**config.mk**
```make
export PLATFORM = sky130hd
export DESIGN_NAME = stopwatch_ctrl_flat
export DESIGN_NICKNAME = d
export VERILOG_FILES = /design/src/rtl/stopwatch_pkg.sv /design/src/rtl/stopwatch_ctrl_if.sv /design/src/rtl/bcd_digit_pair.sv /design/src/rtl/stopwatch_ctrl.sv /design/src/flat_wrapper.sv
export SDC_FILE = /design/constraint.sdc
export NUM_CORES = 1
export LEC_CHECK = 0
export CAP_MARGIN = 30
export CORE_MARGIN = 2
export CORE_UTILIZATION = 45
export CTS_CLUSTER_DIAMETER = 50
export CTS_CLUSTER_SIZE = 24
export DETAILED_ROUTE_END_ITERATION = 8
export PLACE_DENSITY_LB_ADDON = 0.08
export REMOVE_ABC_BUFFERS = 1
export SYNTH_ARGS = -nofsm -noshare
export SYNTH_HDL_FRONTEND = slang
export SYNTH_SLANG_ARGS = --single-unit
export TNS_END_PERCENT = 50
```
**constraint.sdc**
```tcl
create_clock -name hz100 -period 5.65 [get_ports hz100]
set_input_delay 0.565 -clock hz100 [delete_from_list [all_inputs] [get_ports hz100]]
set_output_delay 0.565 -clock hz100 [all_outputs]
set_load 0.02 [all_outputs]
```
**src/rtl/stopwatch_pkg.sv**
```systemverilog
// Shared types and constants for the stopwatch sequencing controller.
// Holds the one-hot mode encoding and the BCD digit limits.
package stopwatch_pkg;

   typedef enum logic [2:0] {
      IDLE    = 3'b100,
      RUNNING = 3'b001,
      CLEAR   = 3'b010
   } state_t;

   localparam logic [3:0] DIGIT_MAX = 4'd9;
   localparam logic [7:0] CS_MAX    = 8'h99;
   localparam logic [7:0] SEC_MAX   = 8'h59;

   function automatic logic [7:0] to_bcd(input int unsigned n);
      logic [3:0] hi;
      logic [3:0] lo;
      hi = 4'(n / 10);
      lo = 4'(n % 10);
      return {hi, lo};
   endfunction

endpackage

```
**src/rtl/stopwatch_ctrl_if.sv**
```systemverilog
// Button inputs and time/status outputs of the stopwatch controller.
// master drives the buttons, slave is the controller itself.
interface stopwatch_ctrl_if;
   import stopwatch_pkg::*;

   logic       pb_run;
   logic       pb_clear;
   logic       pb_idle;
   logic       pb_lap;
   state_t     mode;
   logic [7:0] cs_bcd;
   logic [7:0] sec_bcd;
   logic [7:0] min_bcd;
   logic       running;
   logic       wrap;

   modport master (
      output pb_run, pb_clear, pb_idle, pb_lap,
      input  mode, cs_bcd, sec_bcd, min_bcd,
      input  running, wrap
   );

   modport slave (
      input  pb_run, pb_clear, pb_idle, pb_lap,
      output mode, cs_bcd, sec_bcd, min_bcd,
      output running, wrap
   );

endinterface

```
**src/rtl/bcd_digit_pair.sv**
```systemverilog
// Two-digit BCD counter wrapping at a BCD limit.
// carry is high in the cycle the pair steps from max back to 00.
module bcd_digit_pair
   import stopwatch_pkg::*;
(
   input  logic       hz100,
   input  logic       reset,
   input  logic       en,
   input  logic       clr,
   input  logic [7:0] max,
   output logic [7:0] value,
   output logic       carry
);

   logic       at_max;
   logic [7:0] inc;

   assign at_max = (value == max);
   assign carry  = en & at_max;

   // BCD increment: low digit rolls 9 -> 0 into the high digit
   always_comb begin
      inc = value;
      if (value[3:0] == DIGIT_MAX) begin
         inc = {value[7:4] + 4'd1, 4'd0};
      end else begin
         inc[3:0] = value[3:0] + 4'd1;
      end
   end

   // Count register; clear beats enable
   always_ff @(posedge hz100) begin
      if (reset || clr) begin
         value <= 8'h00;
      end else if (en) begin
         value <= at_max ? 8'h00 : inc;
      end
   end

endmodule

```
**src/rtl/stopwatch_ctrl.sv**
```systemverilog
// Stopwatch mode FSM, button edge detect and MM:SS.CC BCD counter.
// Optional lap snapshot is built when STOPWATCH_LAP_EN is defined.
module stopwatch_ctrl
   import stopwatch_pkg::*;
#(
   parameter int unsigned TICK_DIV = 1,
   parameter int unsigned MAX_MIN  = 59
) (
   input  logic        hz100,
   input  logic        reset,
   stopwatch_ctrl_if.slave sw
);

   localparam logic [7:0] MIN_MAX  = to_bcd(MAX_MIN);
   localparam logic [7:0] DIV_LAST = 8'(TICK_DIV - 1);

   state_t     state;
   state_t     nxt;
   logic       prev_run;
   logic       prev_clear;
   logic       prev_idle;
   logic       ev_run;
   logic       ev_clear;
   logic       ev_idle;
   logic       single;
   logic [7:0] presc;
   logic       tick;
   logic       clr;
   logic [7:0] cs_live;
   logic [7:0] sec_live;
   logic [7:0] min_live;
   logic       c_cs;
   logic       c_sec;
   logic       c_min;
   logic       wrap_q;

   assign ev_run   = sw.pb_run & ~prev_run;
   assign ev_clear = sw.pb_clear & ~prev_clear;
   assign ev_idle  = sw.pb_idle & ~prev_idle;
   assign single   = $onehot({ev_run, ev_clear, ev_idle});

   // Button history for rising-edge detection
   always_ff @(posedge hz100) begin
      if (reset) begin
         prev_run   <= 1'b0;
         prev_clear <= 1'b0;
         prev_idle  <= 1'b0;
      end else begin
         prev_run   <= sw.pb_run;
         prev_clear <= sw.pb_clear;
         prev_idle  <= sw.pb_idle;
      end
   end

   // Mode register
   always_ff @(posedge hz100) begin
      if (reset) begin
         state <= IDLE;
      end else begin
         state <= nxt;
      end
   end

   // Next mode; simultaneous edges are ignored as a whole
   always_comb begin
      nxt = state;
      case (state)
         IDLE: begin
            if (single && ev_run) nxt = RUNNING;
         end
         RUNNING: begin
            if (single && ev_clear) nxt = CLEAR;
            else if (single && ev_idle) nxt = IDLE;
         end
         CLEAR: begin
            if (single && ev_idle) nxt = IDLE;
            else if (single && ev_run) nxt = RUNNING;
         end
         default: nxt = IDLE;
      endcase
   end

   assign tick = (state == RUNNING) && (presc == DIV_LAST);

   // Centisecond prescaler, held at zero outside RUNNING
   always_ff @(posedge hz100) begin
      if (reset || state != RUNNING || tick) begin
         presc <= 8'd0;
      end else begin
         presc <= presc + 8'd1;
      end
   end

   assign clr = (nxt == CLEAR);

   bcd_digit_pair u_cs (
      .hz100 (hz100),
      .reset (reset),
      .en    (tick),
      .clr   (clr),
      .max   (CS_MAX),
      .value (cs_live),
      .carry (c_cs)
   );

   bcd_digit_pair u_sec (
      .hz100 (hz100),
      .reset (reset),
      .en    (c_cs),
      .clr   (clr),
      .max   (SEC_MAX),
      .value (sec_live),
      .carry (c_sec)
   );

   bcd_digit_pair u_min (
      .hz100 (hz100),
      .reset (reset),
      .en    (c_sec),
      .clr   (clr),
      .max   (MIN_MAX),
      .value (min_live),
      .carry (c_min)
   );

   // Wrap pulse follows the full-range rollover
   always_ff @(posedge hz100) begin
      if (reset) begin
         wrap_q <= 1'b0;
      end else begin
         wrap_q <= c_min & ~clr;
      end
   end

   assign sw.mode    = state;
   assign sw.running = (state == RUNNING);
   assign sw.wrap    = wrap_q;

`ifdef STOPWATCH_LAP_EN
   logic        prev_lap;
   logic        ev_lap;
   logic        lap_hold;
   logic [23:0] snap;

   assign ev_lap = sw.pb_lap & ~prev_lap;

   // Lap toggle and snapshot; dropped whenever RUNNING is left
   always_ff @(posedge hz100) begin
      if (reset) begin
         prev_lap <= 1'b0;
         lap_hold <= 1'b0;
         snap     <= 24'h0;
      end else begin
         prev_lap <= sw.pb_lap;
         if (nxt != RUNNING) begin
            lap_hold <= 1'b0;
         end else if (ev_lap && state == RUNNING) begin
            lap_hold <= ~lap_hold;
            snap     <= {min_live, sec_live, cs_live};
         end
      end
   end

   assign {sw.min_bcd, sw.sec_bcd, sw.cs_bcd} =
      lap_hold ? snap : {min_live, sec_live, cs_live};
`else
   logic unused_lap;
   assign unused_lap = sw.pb_lap;
   assign sw.min_bcd = min_live;
   assign sw.sec_bcd = sec_live;
   assign sw.cs_bcd  = cs_live;
`endif

endmodule
```
**src/flat_wrapper.sv**
```systemverilog
// flat-port wrapper written by rule: the top's interface ports become plain ports
module stopwatch_ctrl_flat import stopwatch_pkg::*;
#(
   parameter int unsigned TICK_DIV = 1,
   parameter int unsigned MAX_MIN  = 59
)
  (hz100, reset, sw_pb_run, sw_pb_clear, sw_pb_idle, sw_pb_lap, sw_mode, sw_cs_bcd, sw_sec_bcd, sw_min_bcd, sw_running, sw_wrap);
  stopwatch_ctrl_if sw_i ();
  input  logic hz100;
  input  logic reset;
  input wire logic [$bits(sw_i.pb_run)-1:0] sw_pb_run;
  input wire logic [$bits(sw_i.pb_clear)-1:0] sw_pb_clear;
  input wire logic [$bits(sw_i.pb_idle)-1:0] sw_pb_idle;
  input wire logic [$bits(sw_i.pb_lap)-1:0] sw_pb_lap;
  output wire logic [$bits(sw_i.mode)-1:0] sw_mode;
  output wire logic [$bits(sw_i.cs_bcd)-1:0] sw_cs_bcd;
  output wire logic [$bits(sw_i.sec_bcd)-1:0] sw_sec_bcd;
  output wire logic [$bits(sw_i.min_bcd)-1:0] sw_min_bcd;
  output wire logic [$bits(sw_i.running)-1:0] sw_running;
  output wire logic [$bits(sw_i.wrap)-1:0] sw_wrap;
  assign sw_i.pb_run = sw_pb_run;
  assign sw_i.pb_clear = sw_pb_clear;
  assign sw_i.pb_idle = sw_pb_idle;
  assign sw_i.pb_lap = sw_pb_lap;
  assign sw_mode = sw_i.mode;
  assign sw_cs_bcd = sw_i.cs_bcd;
  assign sw_sec_bcd = sw_i.sec_bcd;
  assign sw_min_bcd = sw_i.min_bcd;
  assign sw_running = sw_i.running;
  assign sw_wrap = sw_i.wrap;
  stopwatch_ctrl #(.TICK_DIV(TICK_DIV), .MAX_MIN(MAX_MIN)) u_core (.hz100(hz100), .reset(reset), .sw(sw_i));
endmodule
```
==> results of run 1 <==
[worst min path at each step]
stage / slack [ps] / endpoint
floorplan: 450 / u_core.presc[0]$_SDFF_PP0_
global placement: 470 / u_core.presc[0]$_SDFF_PP0_
detailed placement: 470 / u_core.presc[0]$_SDFF_PP0_
CTS: 490 / u_core.presc[0]$_SDFF_PP0_
global route: 530 / u_core.presc[0]$_SDFF_PP0_
finish: 480 / u_core.presc[0]$_SDFF_PP0_
[metal layers]
| metal | vias to the layer above | track usage (%) | share of wire (%) | wire, µm |
|---|---|---|---|---|
| met5 | - | 0 | 0 | 0 |
| met4 | 0 | 5.24 | 0.81 | 34 |
| met3 | 5 | 4.72 | 4.3 | 183 |
| met2 | 36 | 27.3 | 45 | 1910 |
| met1 | 832 | 24.1 | 50 | 2090 |
| li1 | 928 | - | - | - |
[worst max-delay path, delay by kind of cell]
| kind | cells | cell delay [ps] |
|---|---|---|
| simple gates | 4 | 1300 |
| compound gates | 1 | 410 |
| buf+inv | 1 | 420 |
| fa+ha+maj | 1 | 590 |
[logic make-up (layout without fill, tap and decap cells)]
| kind of cell | after synthesis | in the layout |
|---|---|---|
| AND/OR/NAND/NOR | 96 | 96 |
| AO/OA/AOI/OAI | 51 | 51 |
| flip-flops | 39 | 39 |
| buffers and inverters | 25 | 60 |
| adder cells (fa/ha/maj) | 15 | 15 |
| XOR/XNOR | 6 | 6 |
| multiplexers | 3 | 3 |
[cell type report]
class | instances | area [µm²]
Inverter | 19 | 76.3
Clock buffer | 7 | 76.3
Clock inverter | 1 | 5.00
Multi-Input combinational cell | 171 | 1190
Tap cell | 52 | 65.1
Timing Repair Buffer | 33 | 330
Fill cell | 413 | 1890
Sequential cell | 39 | 781
[registers in the layout, indices dropped and copies added, names as in the netlist]
signal,cells
u_core.u_sec.value,8
u_core.u_cs.value,8
u_core.presc,8
u_core.prev_idle,1
u_core.sw.wrap,1
u_core.u_min.value,8
u_core.sw.mode,3
u_core.prev_run,1
u_core.prev_clear,1
[report_power, final]
part	internal, mW	switching, mW	leakage (nW)
combinational	0.0114	0.0131	0.499
sequential	0.277	0.00191	0.315
clock	0.0867	0.0953	0.0422
[synth_stat cells (2+ instances only)]
cell      instances  share of area, %
nand4_2           2               1.2
o21ai_0          15               3.6
mux2i_1           3               1.4
a41oi_1           2              0.84
clkbuf_1          4              0.72
and3_1            4               1.2
o31ai_1           5               1.8
xor2_1            5               2.1
a21oi_1          20               4.8
nand4_1           3              0.90
inv_1            17               3.1
nor3b_1           3               1.1
nor3_1            6               1.4
nand2_1           6               1.1
or4_1            12               4.3
nor2_1           14               2.5
and3b_1           6               2.5
nor2b_1           8               2.4
o211ai_1          2              0.72
ha_1             14               8.4
dfxtp_1          39                38
nand3_1          14               3.4
or3_1             7               2.1
[through the flow]
stage	instance area, µm²	utilization (%)	cells
finish	2520	57.2	322
global route	2520	57.2	322
CTS	2520	57.2	322
detailed placement	2440	55.4	314
global placement	2440	55.4	314
floorplan	2050	-	229
==> metrics.txt, run 1 <==
R2R depth 6; max_cap viols 0; Die Y about 70 µm; mux share of post-synthesis cell area 1.44%; end of the critical path u_core.sw.wrap$_SDFF_PP0_; DP HPWL ~3000 µm; Gate Count Post-Synth between 200 and 250; Die W 72.0 µm; Post-Syn Area 2080 µm²; # diodes 0; CTS tree yes; Synth cell types 47; CP Class in -> reg; Worst EP required 5840 ps; largest net degree at the start of global routing 21; clock root cell clkbuf_8; main combinational cell family by area after synthesis simple AND/OR/NAND/NOR gates; Setup Viol. Count Final 0; post-synthesis adder-cell area fraction roughly a tenth; drc violations 0; Synth warnings 0; pwr/cell area 192 nW/µm²; post-route total power 0.485 mW; Final Hold Fails 0; Fin Clk Skew between 8 and 9 ps; layout cells sized above 1 roughly 5.6%; RSZ-0062 raised after global routing false; WP data arrival 3290 ps; gpl congestion around 0.83; synth-to-layout area growth 21.4%; clock buffer depth 2; Setup WS pre-CTS between 2000 and 2500 ps; NumNets Final 290; Post CTS Setup Buffer Count 0; compound-cell area share of the yosys netlist 14.8%; via count of the first global-routing pass roughly 1600; Post-Route WL about 4200 µm; Rows 24; core area around 4400 µm²; antenna violations before repair 0; Routed Antenna Nets 0; ys flop type dfxtp_1; simple-gate share of the synthesized area roughly 29%; WL/cell 13.1 µm; Iteration-0 DRC Markers 50; worst-margin pin slew about 630 ps; total negative slack 0 ps; CP Max Fanout 19; WHS Path Cells 1; Starting Density ~47%; first-pass GRT wire length ~7300 µm; Final Critical Period 3100 ps; most frequent cells in the layout dfxtp_1, clkdlybuf4s50_1, a21oi_1; Post-Syn Area per Cell 8.85 µm²; worst vdd ir between 100 and 150 µV; number of hold buffers added after CTS 0; worst reg2reg setup slack between 3000 and 4000 ps; Clock transition at path regs 70 ps; Leak about 0.86 nW; total number of vias about 1800; Async SR Flop Fraction 0%; Num Clock Sinks 39; Critical Path Source sw_pb_run; TritonCTS Buffers 5; final setup margin between 2000 and 3000 ps; RR Endpoint u_core.sw.wrap$_SDFF_PP0_; Peak Freq between 300 and 400 MHz; GRT Resource Usage Total about 18%; status finished clean; r2r startpoint u_core.prev_run$_SDFF_PP0_; Startpoint Class input pin; Post-Synth XOR/XNOR Area 2.53%; Die ar. around 5200 µm²; cell breakdown of the critical path clkdlybuf4s50_1, nor2b_1, fa_1, or4bb_1, a32oi_2, nand2_2, nor4b_1; Slew headroom 58.2%; Ports 35; Slowest-stage cell, CP fa_1; hold path startpoint u_core.presc[0]$_SDFF_PP0_; worst hold slack between 400 and 500 ps; first-pass detailed-route iteration total 4; number of synthesized flops with an enable pin 0; Hold Crit Class reg -> reg; DR vias/cell about 5.6; CTS H-Tree Depth 2; IO buf count 33; Tcrit/Tclk final ~55%; post-cts resize count 0; Max Slew Vio Count 0; register area share after synthesis between 30% and 40%; #FFs+latches synth 39; Congestion Overflow GR 0; Clk Latency, worst-skew pair roughly 290 ps; commonest non-fill, non-tap cell in the layout dfxtp_1; CP max stage delay between 500 and 600 ps; Crit. End Element flop
Power figures use the tool's default switching activity.
==> run 2: changes to the inputs <==
==> constraint.sdc (replaced) <==
create_clock -name hz100 -period 2.8 [get_ports hz100]
set_input_delay 0.28 -clock hz100 [delete_from_list [all_inputs] [get_ports hz100]]
set_output_delay 0.28 -clock hz100 [all_outputs]
set_load 0.02 [all_outputs]
==> run 2 against run 1 <==
Net effect: core utilization rose by 3.1 points; critical endpoint is now u_core.u_sec.value[0]$_SDFFE_PP0P_; highest routed layer unchanged; total power up 140%; combinational power grew to 2.5 times the previous value.
==> metrics.txt, run 2 (synthesis results as in run 1) <==
worst-margin pin slew 633 ps (was 626 ps); first-pass GRT wire length 7410 µm (was 7300 µm); gpl congestion 0.837 (was 0.829); CP Class in -> reg (unchanged); most frequent cells in the layout dfxtp_1, clkdlybuf4s50_1, a21oi_1 (unchanged); Post-Route WL 4340 µm (was 4210 µm); pwr/cell area 445 nW/µm² (was 192 nW/µm²); Post CTS Setup Buffer Count 0 (unchanged); Net Switching 0.239 mW (was 0.110 mW); CTS tree yes (unchanged); drc violations 0 (unchanged); Starting Density 47.1% (unchanged); clock buffer depth 2 (unchanged); antenna violations before repair 0 (unchanged); commonest non-fill, non-tap cell in the layout dfxtp_1 (unchanged); DR vias/cell 5.56 (was 5.59); RSZ-0062 raised after global routing false (unchanged); Internal Power 0.946 mW (was 0.375 mW); number of hold buffers added after CTS 0 (unchanged); total negative slack 0 ps (unchanged); Crit. End Element flop (unchanged); largest net degree at the start of global routing 15 (was 21); clock root cell clkbuf_8 (unchanged); post-cts resize count 0 (unchanged); Comb pwr share 5.2% (was 5.1%); Final Hold Fails 0 (unchanged); core area 4410 µm² (unchanged); Routed Antenna Nets 0 (unchanged); post-route insts no fill 333 (was 322); first-pass detailed-route iteration total 5 (was 4); status finished clean (unchanged); Die Y 72.0 µm (unchanged); Congestion Overflow GR 0 (unchanged); TritonCTS Buffers 5 (unchanged); Max Slew Vio Count 0 (unchanged); CTS H-Tree Depth 2 (unchanged); # diodes 0 (unchanged); Slew headroom 57.6% (was 58.2%); Die ar. 5180 µm² (unchanged); Startpoint Class input pin (unchanged); Fin Clk Skew 7.35 ps (was 8.36 ps); IO buf count 33 (unchanged); WP data arrival 2660 ps (was 3290 ps); max_cap viols 0 (unchanged); Rows 24 (unchanged); Iteration-0 DRC Markers 46 (was 50); Clock transition at path regs 80 ps (was 70 ps); Clock power frac 47.3% (was 37.5%); Num Clock Sinks 39 (unchanged); Peak Freq approximately 410 MHz; synth-to-layout area growth 28.0% (was 21.4%); total number of vias 1852 (was 1801); Placed Cells 325 (was 314); register share of total power 47.4% (was 57.4%); worst vdd ir 300 µV (was 133 µV); Tcrit/Tclk final between 80% and 90%; Die W 72.0 µm (unchanged); Net Sw Frac 20.1% (was 22.7%); NumNets Final 301 (was 290); Hold Crit Class reg -> reg (unchanged); Leak 0.929 nW (was 0.856 nW); Worst EP required 3020 ps (was 5840 ps); Final Critical Period between 2000 and 2500 ps; CP Max Fanout 6 (was 19); layout cells sized above 1 9.96% (was 5.56%); Ports 35 (unchanged); GRT Resource Usage Total 17.8% (was 17.6%); via count of the first global-routing pass 1621 (was 1640); DP HPWL 3150 µm (was 3050 µm); Clk Latency, worst-skew pair 300 ps (was 290 ps); WL/cell 13.0 µm (was 13.1 µm); Setup Viol. Count Final 0 (unchanged)
-- run 2: cell count changes in the layout (fill, tap and decap cells not counted) --
cell / before / now
clkbuf_1: 2 / 0
buf_4: 0 / 11
clkinv_2: 1 / 0
bufinv_16: 0 / 2
clkinvlp_4: 0 / 1
-- run 2: path summary, 6_finish.rpt --
check / from / endpoint / slack [ps] / depth (start not counted)
worst max register to register: u_core.prev_run$_SDFF_PP0_ / u_core.u_sec.value[0]$_SDFFE_PP0P_ / 550 / 7
worst min-delay path: u_core.presc[0]$_SDFF_PP0_ / u_core.presc[0]$_SDFF_PP0_ / 490 / 1
worst min register to register: u_core.presc[0]$_SDFF_PP0_ / u_core.presc[0]$_SDFF_PP0_ / 490 / 1
worst max-delay path: sw_pb_run / u_core.u_sec.value[0]$_SDFFE_PP0P_ / 360 / 8
-- run 2: cell type report --
class | count | area, µm²
fill | 412 | 1750
multi-input combinational | 171 | 1190
sequential | 39 | 781
timing repair buffer | 44 | 413
inverter | 19 | 76.3
clock buffer | 5 | 68.8
clock inverter | 3 | 67.6
tap | 52 | 65.1
-- run 2: worst max-delay path, cell delays in order --
cell             delay (ps)
clkdlybuf4s50_1         430
nor2b_1                 170
fa_1                    560
or4bb_1                 440
a32oi_2                 260
buf_4                   180
o211ai_1                180
a21oi_1                 160
-- run 2: per-layer routing --
metal | routed length [µm] | track usage, %
met1 | 2160 | 24.6
met3 | 155 | 4.03
met4 | 59 | 6.71
met5 | 0 | 0
met2 | 1960 | 27.4
-- run 2: power groups by stage --
stage               clock [mW]  combinational (mW)  sequential, mW
floorplan                    0              0.0300           0.576
global placement             0              0.0619           0.575
detailed placement           0              0.0624           0.575
CTS                      0.575              0.0626           0.562
global route             0.599              0.0675           0.563
finish                   0.561              0.0620           0.562
-- run 2: stage by stage --
stage	util [%]	power [mW]	hold slack [ps]	area (µm²)	setup slack [ps]
after floorplan	-	0.606	352	2050	420
after global placement	57.2	0.637	474	2530	74.2
after detailed placement	57.2	0.637	481	2530	47.6
after CTS	60.3	1.20	501	2660	351
after global routing	60.3	1.23	530	2660	209
final	60.3	1.18	495	2660	364
==> run 3: changes to the inputs <==
--- a/config.mk
+++ b/config.mk
@@ -6,7 +6,7 @@
 export NUM_CORES = 1
 export LEC_CHECK = 0
 export CAP_MARGIN = 30
-export CORE_MARGIN = 2
+export CORE_MARGIN = 8
 export CORE_UTILIZATION = 45
 export CTS_CLUSTER_DIAMETER = 50
 export CTS_CLUSTER_SIZE = 24
==> run 3 against run 2 <==
Net effect: clock power shrank 35%; worst setup slack lost 58 ps; non-clock buffer count shrank 2; maximum frequency shrank 2.3%; sequential power is essentially flat; global-route usage shrank 5.0 points; worst hold slack lost 10 ps; register-to-register slack lost 50 ps; sequential share of layout area grew 0.76 points; core utilization shrank 1.5 points.
==> metrics.txt, run 3 (synthesis results as in run 1) <==
Routed Antenna Nets 0 (unchanged); Post CTS Setup Buffer Count 0 (unchanged); # fillers 413 (was 412); Fin Clk Skew 4.98 ps (was 7.35 ps); commonest non-fill, non-tap cell in the layout dfxtp_1 (unchanged); cell breakdown of the critical path clkdlybuf4s50_1, nor2b_1, fa_1, or4bb_1, a32oi_2, nand2_2, buf_4, nor3_1 (was clkdlybuf4s50_1, nor2b_1, fa_1, or4bb_1, a32oi_2, buf_4, o211ai_1, a21oi_1); total negative slack 0 ps (unchanged); Congestion Overflow GR 0 (unchanged); Hold Crit Class reg -> reg (unchanged); DR vias/cell 5.46 (was 5.56); clock root cell clkbuf_8 (unchanged); Num Clock Sinks 39 (unchanged); drc violations 0 (unchanged); clock buffer depth 2 (unchanged); gpl congestion 0.774 (was 0.837); WHS Path Cells 1 (unchanged); core area 4410 µm² (unchanged); final setup margin 306 ps (was 364 ps); worst path bufs/invs 2 (unchanged); number of hold buffers added after CTS 0 (unchanged); Peak Freq 401 MHz (was 411 MHz); Ports 35 (unchanged); CP max stage delay 560 ps (about the same); post-cts resize count 0 (unchanged); worst vdd ir 279 µV (was 300 µV); Leak 0.904 nW (was 0.929 nW); Slew headroom 60.4% (was 57.6%); Clk Latency, worst-skew pair 290 ps (was 300 ps); first-pass GRT wire length 7690 µm (was 7410 µm); first-pass detailed-route iteration total 4 (was 5); Startpoint Class input pin (unchanged); WP data arrival 2710 ps (was 2660 ps); TritonCTS Buffers 5 (unchanged); Crit path max-delay family simple AND/OR/NAND/NOR gates (was buffers and inverters); Die Y 84.0 µm (was 72.0 µm); Final Critical Period 2490 ps (was 2440 ps); largest net degree at the start of global routing 21 (was 15); IO buf count 33 (unchanged); CTS tree yes (unchanged); R2R depth 7 (unchanged); Post-Route WL 4560 µm (was 4340 µm); RR Endpoint u_core.u_min.value[3]$_SDFFE_PP0P_ (was u_core.u_sec.value[0]$_SDFFE_PP0P_); synth-to-layout area growth 24.8% (was 28.0%); Tcrit/Tclk final 89.1% (was 87.0%); CP Class in -> reg (unchanged); Max Slew Vio Count 0 (unchanged); total number of vias 1807 (was 1852); layout cells sized above 1 9.32% (was 9.96%); Slowest-stage cell, CP fa_1 (unchanged); DP HPWL 3360 µm (was 3150 µm); Setup WS pre-CTS 4.66 ps (was 47.6 ps); Crit. End Element flop (unchanged); NumNets Final 299 (was 301); Die ar. 7050 µm² (was 5180 µm²); hold path startpoint u_core.presc[0]$_SDFF_PP0_ (unchanged); status finished clean (unchanged); RSZ-0062 raised after global routing false (unchanged); Rows 24 (unchanged); pwr/cell area 382 nW/µm² (was 445 nW/µm²); Final Hold Fails 0 (unchanged); Die W 84.0 µm (was 72.0 µm); r2r startpoint u_core.prev_run$_SDFF_PP0_ (unchanged); Starting Density 47.1% (unchanged); worst reg2reg setup slack 500 ps (was 550 ps); GRT Resource Usage Total 12.8% (was 17.8%); Hold Path End u_core.presc[0]$_SDFF_PP0_ (unchanged); most frequent cells in the layout dfxtp_1, clkdlybuf4s50_1, a21oi_1 (unchanged); Clock transition at path regs 70 ps (was 80 ps); Setup Viol. Count Final 0 (unchanged); WL/cell 13.8 µm (was 13.0 µm); CTS H-Tree Depth 2 (unchanged); Iteration-0 DRC Markers 58 (was 46); worst-margin pin slew 592 ps (was 633 ps); antenna violations before repair 0 (unchanged); CP Max Fanout 8 (was 6); Worst EP required 3020 ps (about the same); max_cap viols 0 (unchanged); via count of the first global-routing pass 1611 (was 1621); # diodes 0 (unchanged)
run 3: worst register-to-register path: stages, from the launching register on:
cell and delay, ps:
dfxtp_1 320, nor2b_1 70, fa_1 560, or4bb_1 450, a32oi_2 270, nand2_2 180
buf_4 200, nor3_1 170
run 3: worst max path at each step:
stage,start,end,cells past startpoint
2_1_floorplan,sw_pb_run,u_core.sw.wrap$_SDFF_PP0_,6
3_3_place_gp,sw_pb_run,u_core.u_min.value[3]$_SDFFE_PP0P_,8
3_5_place_dp,sw_pb_run,u_core.u_min.value[6]$_SDFFE_PP0P_,8
4_1_cts,sw_pb_run,u_core.u_min.value[6]$_SDFFE_PP0P_,8
5_1_grt,sw_pb_run,u_core.u_min.value[3]$_SDFFE_PP0P_,8
6_report,sw_pb_run,u_core.u_min.value[3]$_SDFFE_PP0P_,8
run 3: per-layer routing:
metal / up-vias / global-route usage, % / routed length (µm)
li1: 947 / - / -
met1: 834 / 16.1 / 2290
met2: 24 / 20.0 / 2080
met3: 2 / 4.59 / 168
met4: 0 / 3.30 / 20
met5: - / 0 / 0
run 3: where the power goes:
group          internal, mW  switching (mW)  leakage, nW  total, mW
sequential            0.558         0.00366        0.315      0.562
combinational        0.0314          0.0300        0.541     0.0615
clock                 0.170           0.197       0.0477      0.367
run 3: final cells by class:
cell class	count	area (µm²)	share of cell area, %
Multi-Input combinational cell	171	1190	45.9
Sequential cell	39	781	30.1
Timing Repair Buffer	42	398	15.3
Inverter	19	76.3	2.94
Clock buffer	5	68.8	2.65
Tap cell	52	65.1	2.51
Clock inverter	3	15.0	0.579
run 3: metrics by stage:
stage / utilization (%) / power [mW] / cells / hold WS, ps / area, µm²
detailed placement: 56.9 / 0.636 / 323 / 475 / 2510
global placement: 56.9 / 0.635 / 323 / 474 / 2510
global route: 58.8 / 1.03 / 331 / 525 / 2590
finish: 58.8 / 0.991 / 331 / 485 / 2590
floorplan: - / 0.606 / 229 / 352 / 2050
CTS: 58.8 / 1.00 / 331 / 494 / 2590
